## config.mk

```make
export PLATFORM = sky130hd
export DESIGN_NAME = piso_bit_serializer_flat
export DESIGN_NICKNAME = d
export VERILOG_FILES = /design/src/rtl/piso_bit_serializer_pkg.sv /design/src/rtl/piso_bit_serializer_if.sv /design/src/rtl/piso_bit_serializer_counter.sv /design/src/rtl/piso_bit_serializer.sv /design/src/flat_wrapper.sv
export SDC_FILE = /design/constraint.sdc
export NUM_CORES = 1
export LEC_CHECK = 0
export CELL_PAD_IN_SITES_DETAIL_PLACEMENT = 1
export CELL_PAD_IN_SITES_GLOBAL_PLACEMENT = 2
export CORE_MARGIN = 2
export CORE_UTILIZATION = 32
export CTS_CLUSTER_SIZE = 25
export DETAILED_ROUTE_END_ITERATION = 12
export PLACE_DENSITY_LB_ADDON = 0.05
export SLEW_MARGIN = 0
export SYNTH_ARGS = -nofsm -noshare
export SYNTH_HDL_FRONTEND = slang
export SYNTH_SLANG_ARGS = --single-unit
```

## constraint.sdc

```tcl
create_clock -name clk -period 2.1 [get_ports clk]
set_clock_uncertainty 0.1 [all_clocks]
set_input_delay 0.42 -clock clk [delete_from_list [all_inputs] [get_ports clk]]
set_output_delay 0.42 -clock clk [all_outputs]
set_load 0.02 [all_outputs]
```

## src/rtl/piso_bit_serializer_pkg.sv

```systemverilog
// Shared types for the bit serializer: FSM state encoding and default word width.
// Latency: n/a (declarations only).
// Backpressure: n/a.
package serial_pkg;

  localparam int SER_WIDTH = 8;

  typedef enum logic [1:0] {
    S_IDLE  = 2'd0,
    S_SHIFT = 2'd1,
    S_PAR   = 2'd2
  } ser_state_t;

endpackage

```

## src/rtl/piso_bit_serializer_if.sv

```systemverilog
// Word-in / bit-out bundle between an upstream word source and the serializer.
// Latency: n/a (wiring only).
// Backpressure: din_ready from the serializer gates din_valid transfers.
//
// slave  : serializer side (takes din/din_valid, drives ready and serial outputs)
// master : source/observer side
interface piso_bit_serializer_if #(
  parameter int WIDTH = 8
) ();

  logic [WIDTH-1:0] din;
  logic             din_valid;
  logic             din_ready;
  logic             x_out;
  logic             x_valid;
  logic             busy;
  logic             done;

  modport slave (
    input  din, din_valid,
    output din_ready, x_out, x_valid, busy, done
  );

  modport master (
    output din, din_valid,
    input  din_ready, x_out, x_valid, busy, done
  );

endinterface

```

## src/rtl/piso_bit_serializer_counter.sv

```systemverilog
// Bit-position up-counter with synchronous clear/enable and terminal-count flags.
// Latency: count updates one edge after clr/en; tc is the current count, tc_nxt the next.
// Backpressure: none; the owner decides when to clear or advance.
//
// Ports: clk, rst (async active-low), clr (wins over en), en,
//        tc (count == MAX), tc_nxt (count after this edge will equal MAX).
module ser_bit_counter #(
  parameter int MAX   = 7,
  parameter int CNT_W = 3
) (
  input  logic clk,
  input  logic rst,
  input  logic clr,
  input  logic en,
  output logic tc,
  output logic tc_nxt
);

  logic [CNT_W-1:0] cnt_q, cnt_d;

  always_comb begin
    cnt_d = cnt_q;
    if (clr) begin
      cnt_d = '0;
    end else if (en) begin
      cnt_d = cnt_q + CNT_W'(1);
    end
  end

  always_ff @(posedge clk or negedge rst) begin
    if (!rst) begin
      cnt_q <= '0;
    end else begin
      cnt_q <= cnt_d;
    end
  end

  assign tc     = (cnt_q == CNT_W'(MAX));
  assign tc_nxt = (cnt_d == CNT_W'(MAX));

endmodule

```

## src/rtl/piso_bit_serializer.sv

```systemverilog
// Parallel-in serial-out: WIDTH-bit words leave MSB first, one bit per clock.
// Latency: MSB on x_out the cycle after the accept edge; a word fills WIDTH (WIDTH+1 with parity) cycles.
// Backpressure: din_ready high in IDLE and on the final output cycle of a word, so words stream gap-free.
//
// Ports: clk, rst (async active-low), bus (slave modport: din/din_valid/din_ready,
//        x_out/x_valid serial line, busy, done pulse on the final cycle of a word).
// Optional: define SERIALIZER_PARITY_EN to append one even-parity bit per word.
module piso_bit_serializer
  import serial_pkg::*;
#(
  parameter  int WIDTH = SER_WIDTH,
  localparam int CNT_W = $clog2(WIDTH + 1)
) (
  input  logic                  clk,
  input  logic                  rst,
  piso_bit_serializer_if.slave  bus
);

  ser_state_t       state_q, state_d;
  logic [WIDTH-1:0] sreg_q, sreg_d;
  logic             x_out_q, x_out_d;
  logic             x_valid_q, x_valid_d;
  logic             busy_q, busy_d;
  logic             done_q, done_d;
  logic             cnt_clr, cnt_en, cnt_tc, cnt_tc_nxt;
  logic             din_ready_c;
  logic             accept;
`ifdef SERIALIZER_PARITY_EN
  logic             par_q, par_d;
`endif

  ser_bit_counter #(
    .MAX   (WIDTH - 1),
    .CNT_W (CNT_W)
  ) u_cnt (
    .clk    (clk),
    .rst    (rst),
    .clr    (cnt_clr),
    .en     (cnt_en),
    .tc     (cnt_tc),
    .tc_nxt (cnt_tc_nxt)
  );

  // Ready is decoded from state only, keeping it free of any din_valid loop.
  always_comb begin
    din_ready_c = 1'b0;
    case (state_q)
      S_IDLE:  din_ready_c = 1'b1;
`ifdef SERIALIZER_PARITY_EN
      // With parity the last data bit is followed by PAR, so the reload slot moves there.
      S_PAR:   din_ready_c = 1'b1;
`else
      S_SHIFT: din_ready_c = cnt_tc;
`endif
      default: din_ready_c = 1'b0;
    endcase
  end

  assign accept = bus.din_valid & din_ready_c;

  always_comb begin
    state_d = state_q;
    sreg_d  = sreg_q;
    cnt_clr = 1'b0;
    cnt_en  = 1'b0;
`ifdef SERIALIZER_PARITY_EN
    par_d   = accept ? ^bus.din : par_q;
`endif
    case (state_q)
      S_IDLE: begin
        if (accept) begin
          sreg_d  = bus.din;
          cnt_clr = 1'b1;
          state_d = S_SHIFT;
        end
      end
      S_SHIFT: begin
        sreg_d = sreg_q << 1;
        cnt_en = 1'b1;
        if (cnt_tc) begin
`ifdef SERIALIZER_PARITY_EN
          state_d = S_PAR;
`else
          cnt_clr = 1'b1;
          if (accept) begin
            sreg_d = bus.din;
          end else begin
            state_d = S_IDLE;
          end
`endif
        end
      end
`ifdef SERIALIZER_PARITY_EN
      S_PAR: begin
        cnt_clr = 1'b1;
        if (accept) begin
          sreg_d  = bus.din;
          state_d = S_SHIFT;
        end else begin
          state_d = S_IDLE;
        end
      end
`endif
      default: begin
        state_d = S_IDLE;
        cnt_clr = 1'b1;
      end
    endcase
  end

  // Outputs are precomputed from next-state so x_out/x_valid/done are all flops.
  always_comb begin
    x_valid_d = (state_d != S_IDLE);
    busy_d    = (state_d != S_IDLE);
    x_out_d   = 1'b0;
    if (state_d == S_SHIFT) begin
      x_out_d = sreg_d[WIDTH-1];
    end
`ifdef SERIALIZER_PARITY_EN
    if (state_d == S_PAR) begin
      x_out_d = par_d;
    end
    done_d = (state_d == S_PAR);
`else
    done_d = (state_d == S_SHIFT) && cnt_tc_nxt;
`endif
  end

  always_ff @(posedge clk or negedge rst) begin
    if (!rst) begin
      state_q   <= S_IDLE;
      sreg_q    <= '0;
      x_out_q   <= 1'b0;
      x_valid_q <= 1'b0;
      busy_q    <= 1'b0;
      done_q    <= 1'b0;
    end else begin
      state_q   <= state_d;
      sreg_q    <= sreg_d;
      x_out_q   <= x_out_d;
      x_valid_q <= x_valid_d;
      busy_q    <= busy_d;
      done_q    <= done_d;
    end
  end

`ifdef SERIALIZER_PARITY_EN
  always_ff @(posedge clk or negedge rst) begin
    if (!rst) begin
      par_q <= 1'b0;
    end else begin
      par_q <= par_d;
    end
  end
`endif

  assign bus.din_ready = din_ready_c;
  assign bus.x_out     = x_out_q;
  assign bus.x_valid   = x_valid_q;
  assign bus.busy      = busy_q;
  assign bus.done      = done_q;

endmodule

```

## src/flat_wrapper.sv

```systemverilog
// flat-port wrapper written by rule: the top's interface ports become plain ports
module piso_bit_serializer_flat import serial_pkg::*;
#(
  parameter  int WIDTH = SER_WIDTH,
  localparam int CNT_W = $clog2(WIDTH + 1)
)
  (clk, rst, bus_din, bus_din_valid, bus_din_ready, bus_x_out, bus_x_valid, bus_busy, bus_done);
  piso_bit_serializer_if #(.WIDTH(WIDTH)) bus_i ();
  input  logic clk;
  input  logic rst;
  input wire logic [$bits(bus_i.din)-1:0] bus_din;
  input wire logic [$bits(bus_i.din_valid)-1:0] bus_din_valid;
  output wire logic [$bits(bus_i.din_ready)-1:0] bus_din_ready;
  output wire logic [$bits(bus_i.x_out)-1:0] bus_x_out;
  output wire logic [$bits(bus_i.x_valid)-1:0] bus_x_valid;
  output wire logic [$bits(bus_i.busy)-1:0] bus_busy;
  output wire logic [$bits(bus_i.done)-1:0] bus_done;
  assign bus_i.din = bus_din;
  assign bus_i.din_valid = bus_din_valid;
  assign bus_din_ready = bus_i.din_ready;
  assign bus_x_out = bus_i.x_out;
  assign bus_x_valid = bus_i.x_valid;
  assign bus_busy = bus_i.busy;
  assign bus_done = bus_i.done;
  piso_bit_serializer #(.WIDTH(WIDTH)) u_core (.clk(clk), .rst(rst), .bus(bus_i));
endmodule
```

==> results.py, run 1 <==
metrics = {
    "status": {
        "status": "finished, final reports clean",
    },
    "floorplanning": {
        "die_h_um": 53.4,
        "io_pins": 16,
        "start_util_pct": 34.6,
        "core_area_um2": 2250,
        "die_x_um": 53.4,
        "die_area_um2": 2850,
        "rows": 17,
    },
    "layout": {
        "antenna_cells": 0,
        "post-route-util_pct": 46.0,
        "fillCellCount": 261,
        "drive_gt1_share_pct": 23.9,
        "final_area_um2": 1040,
        "area_growth_pct": 33.1,
        "nets": 101,
    },
    "logic_synthesis": {
        "synth.most_common_cell": "dfrtp_1",
        "yosys.area.top_type_share_pct": 54.6,
        "ys_seq_elements": 17,
        "synth_area_um2": 779,
        "synth_commonest_cells": "dfrtp_1 (17), inv_1 (9), a222oi_1 (7), nor2_1 (5), a21oi_1 (3)",
        "ys_types": 27,
        "syn_nets": 75,
        "yosysTopAreaCell": "dfrtp_1",
        "yosysWarnings": 0,
        "seq_area_frac_synth_pct": 54.6,
        "synth_flop_cell": "dfrtp_1",
        "synth_area_per_cell_um2": 12.4,
        "synthTopCellsByArea": "dfrtp_1 (55%), a222oi_1 (9.0%), inv_1 (4.3%)",
        "syn_inst": 63,
        "synth-edff-count": 0,
        "async_reset_ff_share_pct": 100,
    },
    "cts": {
        "cts_tree": "built",
        "clkTransAtPathRegs_ns": 0.10,
        "clk_latency_ns": 0.28,
        "root_buffer": "clkbuf_4",
        "clkSinkCount": 17,
        "clockBufferDepth": 2,
        "numCtsBuffers": 3,
        "post_cts_buffers": 0,
        "cts_hold_buf": 0,
        "cts_resized": 1,
        "ctsHtreeMaxLevel": 1,
    },
    "grt": {
        "grt_first_pass_wirelength_mm": 2.87,
        "grt_max_degree": 18,
        "track_usage_pct": 14.3,
        "grt_antenna_before_repair": 0,
        "grt_pass1_vias": 617,
        "globalRouteOverflowTotal": 0,
    },
    "min_path": {
        "hp-class": "input port to async pin",
    },
    "place": {
        "placed_cell_area_um2": 1010,
        "hpwl_mm": 1.26,
        "gp_congestion": 0.668,
        "portBuffers": 15,
    },
    "critical_path": {
        "r2r_slack_ns": 0.27,
        "r2r_end": "u_core.sreg_q[7]$_DFF_PN0_",
        "r2r-start": "u_core.u_cnt.cnt_q[0]$_DFF_PN0_",
        "worstRegToRegCells": 6,
        "required_ns": 1.58,
        "critPathArrivalTime_ns": 1.49,
        "setup.worst_path.end_class": "primary output",
        "cp-start-kind": "flop",
        "timing_worst_setup_path_type": "flop to primary output",
        "worstPathMaxFanout": 4,
    },
    "route": {
        "viasPerCell": 5.05,
        "antenna_left": 0,
        "drt_pass1_iterations": 5,
        "first_iter_violations": 29,
        "wire_per_inst_um": 14.3,
        "drc_errors": 0,
        "wl_mm": 1.66,
        "vias": 586,
    },
    "sta": {
        "rsz0062_at_grt": "false",
        "setup_viol": 0,
        "final_max_slew_viol_count": 0,
        "layout_min_cycle_time_ns": 2.01,
        "setup_tns_ns": 0,
        "hold_viol_final": 0,
        "timing.fmax_ghz": 0.498,
        "post-route-period-util_pct": 95.6,
    },
    "pwr": {
        "p_leak_nw": 0.518,
        "switching_share_pct": 26.0,
        "seqPwrFrac_pct": 56.0,
        "p_switching_mw": 0.175,
        "worst_ir_drop_vdd_uv": 327,
        "p_per_area_nw_per_um2": 648,
        "clockPowerShare_pct": 25.4,
        "power.total_mw": 0.672,
        "combPwrFrac_pct": 18.6,
        "p_int_mw": 0.497,
    },
    "job": {
        "drv_cap": 0,
    },
}
==> per-layer routing <==
metal | vias to the layer above | track usage, % | part of all wire [%]
li1 | 279 | - | -
met1 | 287 | 21.1 | 49
met2 | 18 | 20.6 | 43
met3 | 2 | 2.54 | 6.2
met4 | 0 | 5.13 | 0.79
met5 | - | 0 | 0
==> worst max-delay path, cell delays in order, from the launching register on <==
cell	delay (ns)
dfrtp_1	0.40
ha_2	0.25
nand3b_4	0.09
a21oi_1	0.15
clkdlybuf4s15_1	0.31
==> layout make-up <==
cell class | count | area, um2 | area share [%]
tap | 28 | 35.0 | 3.38
sequential | 17 | 425 | 41.0
timing repair buffer | 24 | 218 | 21.0
clock buffer | 4 | 26.3 | 2.53
multi-input combinational | 34 | 299 | 28.8
inverter | 9 | 33.8 | 3.26
==> cells by family after synthesis <==
kind of cell,synth area share (%)
muxes,2.73
other,0.481
adders and majority gates,1.60
buffers and inverters,7.38
and+or+nand+nor,11.1
DFF,54.6
xor gates and xnor gates,2.25
AOI/OAI and AO/OA,19.9
==> how the worst max path moves through the flow <==
stage | start | to | slack (ns) | cells past startpoint
floorplan | u_core.u_cnt.cnt_q[0]$_DFF_PN0_ | bus_din_ready | 0.47 | 3
global placement | u_core.u_cnt.cnt_q[0]$_DFF_PN0_ | bus_din_ready | 0.08 | 4
detailed placement | bus_din_valid | u_core.sreg_q[7]$_DFF_PN0_ | 0.04 | 5
CTS | u_core.u_cnt.cnt_q[0]$_DFF_PN0_ | bus_din_ready | 0.02 | 4
global route | u_core.u_cnt.cnt_q[0]$_DFF_PN0_ | bus_din_ready | 0.006 | 4
finish | u_core.u_cnt.cnt_q[0]$_DFF_PN0_ | bus_din_ready | 0.09 | 4
==> cell usage in the layout, fill, tap and decap left out, drive strengths merged, types with 2 or more instances in the layout <==
master,count
a21oi,3
buf,9
nor2,5
a222oi,7
clkbuf,4
inv,9
clkdlybuf4s50,14
dfrtp,17
nor3,2
a211oi,2
==> sequential cells by signal, summed over array words and instances, names as in the netlist <==
name / count
u_core.sreg_q: 8
u_core.bus.x_valid: 1
u_core.u_cnt.cnt_q: 4
u_core.bus.x_out: 1
u_core.state_q: 2
u_core.bus.done: 1
==> metrics by stage <==
step                      std cells  hold slack [ns]  setup WS, ns
after floorplan                  63           0.0244         0.470
after global placement          112            0.380        0.0811
after detailed placement        112            0.384        0.0394
after CTS                       116            0.355        0.0183
after global routing            116            0.381       0.00609
final                           116            0.354        0.0924
==> power groups by stage <==
stage	sequential [mW]	combinational, mW	clock, mW
final	0.377	0.125	0.171
after detailed placement	0.382	0.127	0
after global routing	0.382	0.139	0.196
after CTS	0.376	0.126	0.182
after global placement	0.382	0.124	0
after floorplan	0.381	0.0657	0
No activity file was read; power rests on OpenSTA's default activity.
==> run 2: changes to the inputs <==
Settings changed: CTS_CLUSTER_SIZE 25 to not set, SLEW_MARGIN 0 to not set.
==> results of run 2 <==
The final DEF is identical to that of run 1; final timing and power are the same.
==> run 3: changes to the inputs <==
==> constraint.sdc (replaced) <==
create_clock -name clk -period 2.1 [get_ports clk]
set_clock_uncertainty 0.1 [all_clocks]
set_input_delay 0.42 -clock clk [delete_from_list [all_inputs] [get_ports clk]]
set_output_delay 0.42 -clock clk [all_outputs]
set_load 0.1 [all_outputs]
==> run 3 against run 2 <==
Register-to-register slack improved by 0.07 ns; count of clock-buffer cells in the layout fell by 1; fmax rose by 0.38%; clock power fell by 2%; total power rose by 4.2%; worst hold slack improved by 0.0066 ns; global-route usage fell by 0.77 points; non-clock buffer count fell by 4; via count fell by 3.8%; utilization fell by 0.89 points; design area fell by 1.9%; sequential share of layout area rose by 0.81 points; critical path type unchanged.
==> results.py, run 3 (synthesis results as in run 1) <==
metrics = {
    "layout": {
        "fillCellCount": 271,
        "largestRegisters": "u_core.sreg_q x8, u_core.u_cnt.cnt_q x4, u_core.state_q x2",
        "regMostFlops": "u_core.sreg_q",
        "multiInputGateArea_um2": 308,
        "largest_register_ffs": 8,
        "area_growth_pct": 30.5,
        "regArea_um2": 425,
        "final_cell_mix": "dfrtp_1 (17), clkdlybuf4s50_1 (10), inv_1 (9), buf_4 (9), a222oi_1 (7)",
        "nets": 97,
        "drive_gt1_share_pct": 27.4,
        "mostFrequentLayoutCell": "dfrtp_1",
        "antenna_cells": 0,
    },
    "critical_path": {
        "setup.worst_path.end_class": "primary output",
        "cp-startpoint": "u_core.u_cnt.cnt_q[0]$_DFF_PN0_",
        "cp-start-kind": "flop",
        "r2r_end": "u_core.sreg_q[7]$_DFF_PN0_",
        "r2r_slack_ns": 0.34,
        "crit_chain": "ha_1, nand3b_4, a21oi_4, buf_12",
        "timing_worst_setup_path_type": "flop to primary output",
        "critPathMaxStageDelay_ns": 0.40,
        "worstRegToRegCells": 5,
        "r2r-start": "u_core.u_cnt.cnt_q[0]$_DFF_PN0_",
        "critPathArrivalTime_ns": 1.48,
        "required_ns": 1.58,
        "worstPathMaxFanout": 4,
        "slowest_stage": "dfrtp_1",
    },
    "sta": {
        "timing.fmax_ghz": 0.500,
        "layout_min_cycle_time_ns": 2.00,
        "setup_tns_ns": 0,
        "setup_slack_ns": 0.100,
        "final_max_slew_viol_count": 0,
        "post-route-period-util_pct": 95.2,
        "hold_viol_final": 0,
        "rsz0062_at_grt": "false",
        "setup_viol": 0,
    },
    "status": {
        "status": "finished, final reports clean",
    },
    "route": {
        "antenna_left": 0,
        "first_iter_violations": 52,
        "drt_pass1_iterations": 4,
        "wire_per_inst_um": 14.1,
        "vias": 564,
        "viasPerCell": 5.04,
        "wl_mm": 1.58,
        "drc_errors": 0,
    },
    "cts": {
        "cts_hold_buf": 0,
        "numCtsBuffers": 3,
        "clkTransAtPathRegs_ns": 0.10,
        "cts_resized": 0,
        "ctsHtreeMaxLevel": 1,
        "post_cts_buffers": 0,
        "clockBufferDepth": 2,
        "root_buffer": "clkbuf_4",
        "clk_latency_ns": 0.28,
        "clkSinkCount": 17,
        "cts_tree": "built",
    },
    "grt": {
        "grt_first_pass_wirelength_mm": 2.66,
        "grt_antenna_before_repair": 0,
        "globalRouteOverflowTotal": 0,
        "track_usage_pct": 13.5,
        "grt_max_degree": 18,
        "grt_pass1_vias": 551,
    },
    "place": {
        "post-place-ws_ns": 0.0684,
        "portBuffers": 15,
        "hpwl_mm": 1.19,
        "gp_congestion": 0.683,
    },
    "floorplanning": {
        "start_util_pct": 34.6,
        "die_h_um": 53.4,
        "die_area_um2": 2850,
        "io_pins": 16,
        "rows": 17,
        "die_x_um": 53.4,
        "core_area_um2": 2250,
    },
    "pwr": {
        "worst_ir_drop_vdd_uv": 352,
        "p_leak_nw": 0.517,
        "p_per_area_nw_per_um2": 689,
    },
    "job": {
        "drv_cap": 0,
    },
    "min_path": {
        "hp-class": "input port to async pin",
    },
}
-- run 3: power by group --
part | internal, mW | leakage, nW | switching, mW
Sequential | 0.359 | 0.221 | 0.0243
Clock | 0.0706 | 0.0177 | 0.0969
Combinational | 0.0635 | 0.278 | 0.0866
Total | 0.493 | 0.517 | 0.208
-- run 3: layout make-up --
class | count | area share (%)
clock buffer | 3 | 2.21
multi-input combinational | 34 | 30.3
timing repair buffer | 20 | 18.5
clock inverter | 1 | 0.492
inverter | 9 | 3.32
sequential | 17 | 41.8
tap | 28 | 3.44
-- run 3: worst max path at each step --
| stage | to | depth (start not counted) |
|---|---|---|
| detailed placement | u_core.sreg_q[7]$_DFF_PN0_ | 5 |
| floorplan | bus_din_ready | 3 |
| finish | bus_din_ready | 4 |
| CTS | bus_din_ready | 4 |
| global placement | u_core.sreg_q[7]$_DFF_PN0_ | 5 |
| global route | bus_din_ready | 4 |
-- run 3: critical path, delay by kind of cell, from the launching register on --
family                     cells  cell delay [ns]
DFF                            1             0.40
adders and majority gates      1             0.27
AOI/OAI and AO/OA              1             0.19
buffers and inverters          1             0.19
and+or+nand+nor                1             0.15
-- run 3: per-stage QoR --
stage	hold slack [ns]	instance area, um2	utilization, %	total power, mW	instances
finish	0.360	1020	45.1	0.700	112
global route	0.373	1020	45.1	0.744	112
floorplan	0.0244	791	-	0.482	63
CTS	0.348	1020	45.1	0.715	112
global placement	0.378	990	43.9	0.540	108
detailed placement	0.382	990	43.9	0.541	108
-- run 3: per-layer routing --
| metal | track usage (%) | up-vias | wire length, um | part of all wire [%] |
|---|---|---|---|---|
| li1 | - | 274 | - | - |
| met1 | 19.7 | 276 | 773 | 49 |
| met2 | 17.7 | 12 | 693 | 44 |
| met3 | 4.24 | 2 | 96 | 6.1 |
| met4 | 6.41 | 0 | 14 | 0.89 |
| met5 | 0 | - | 0 | 0 |
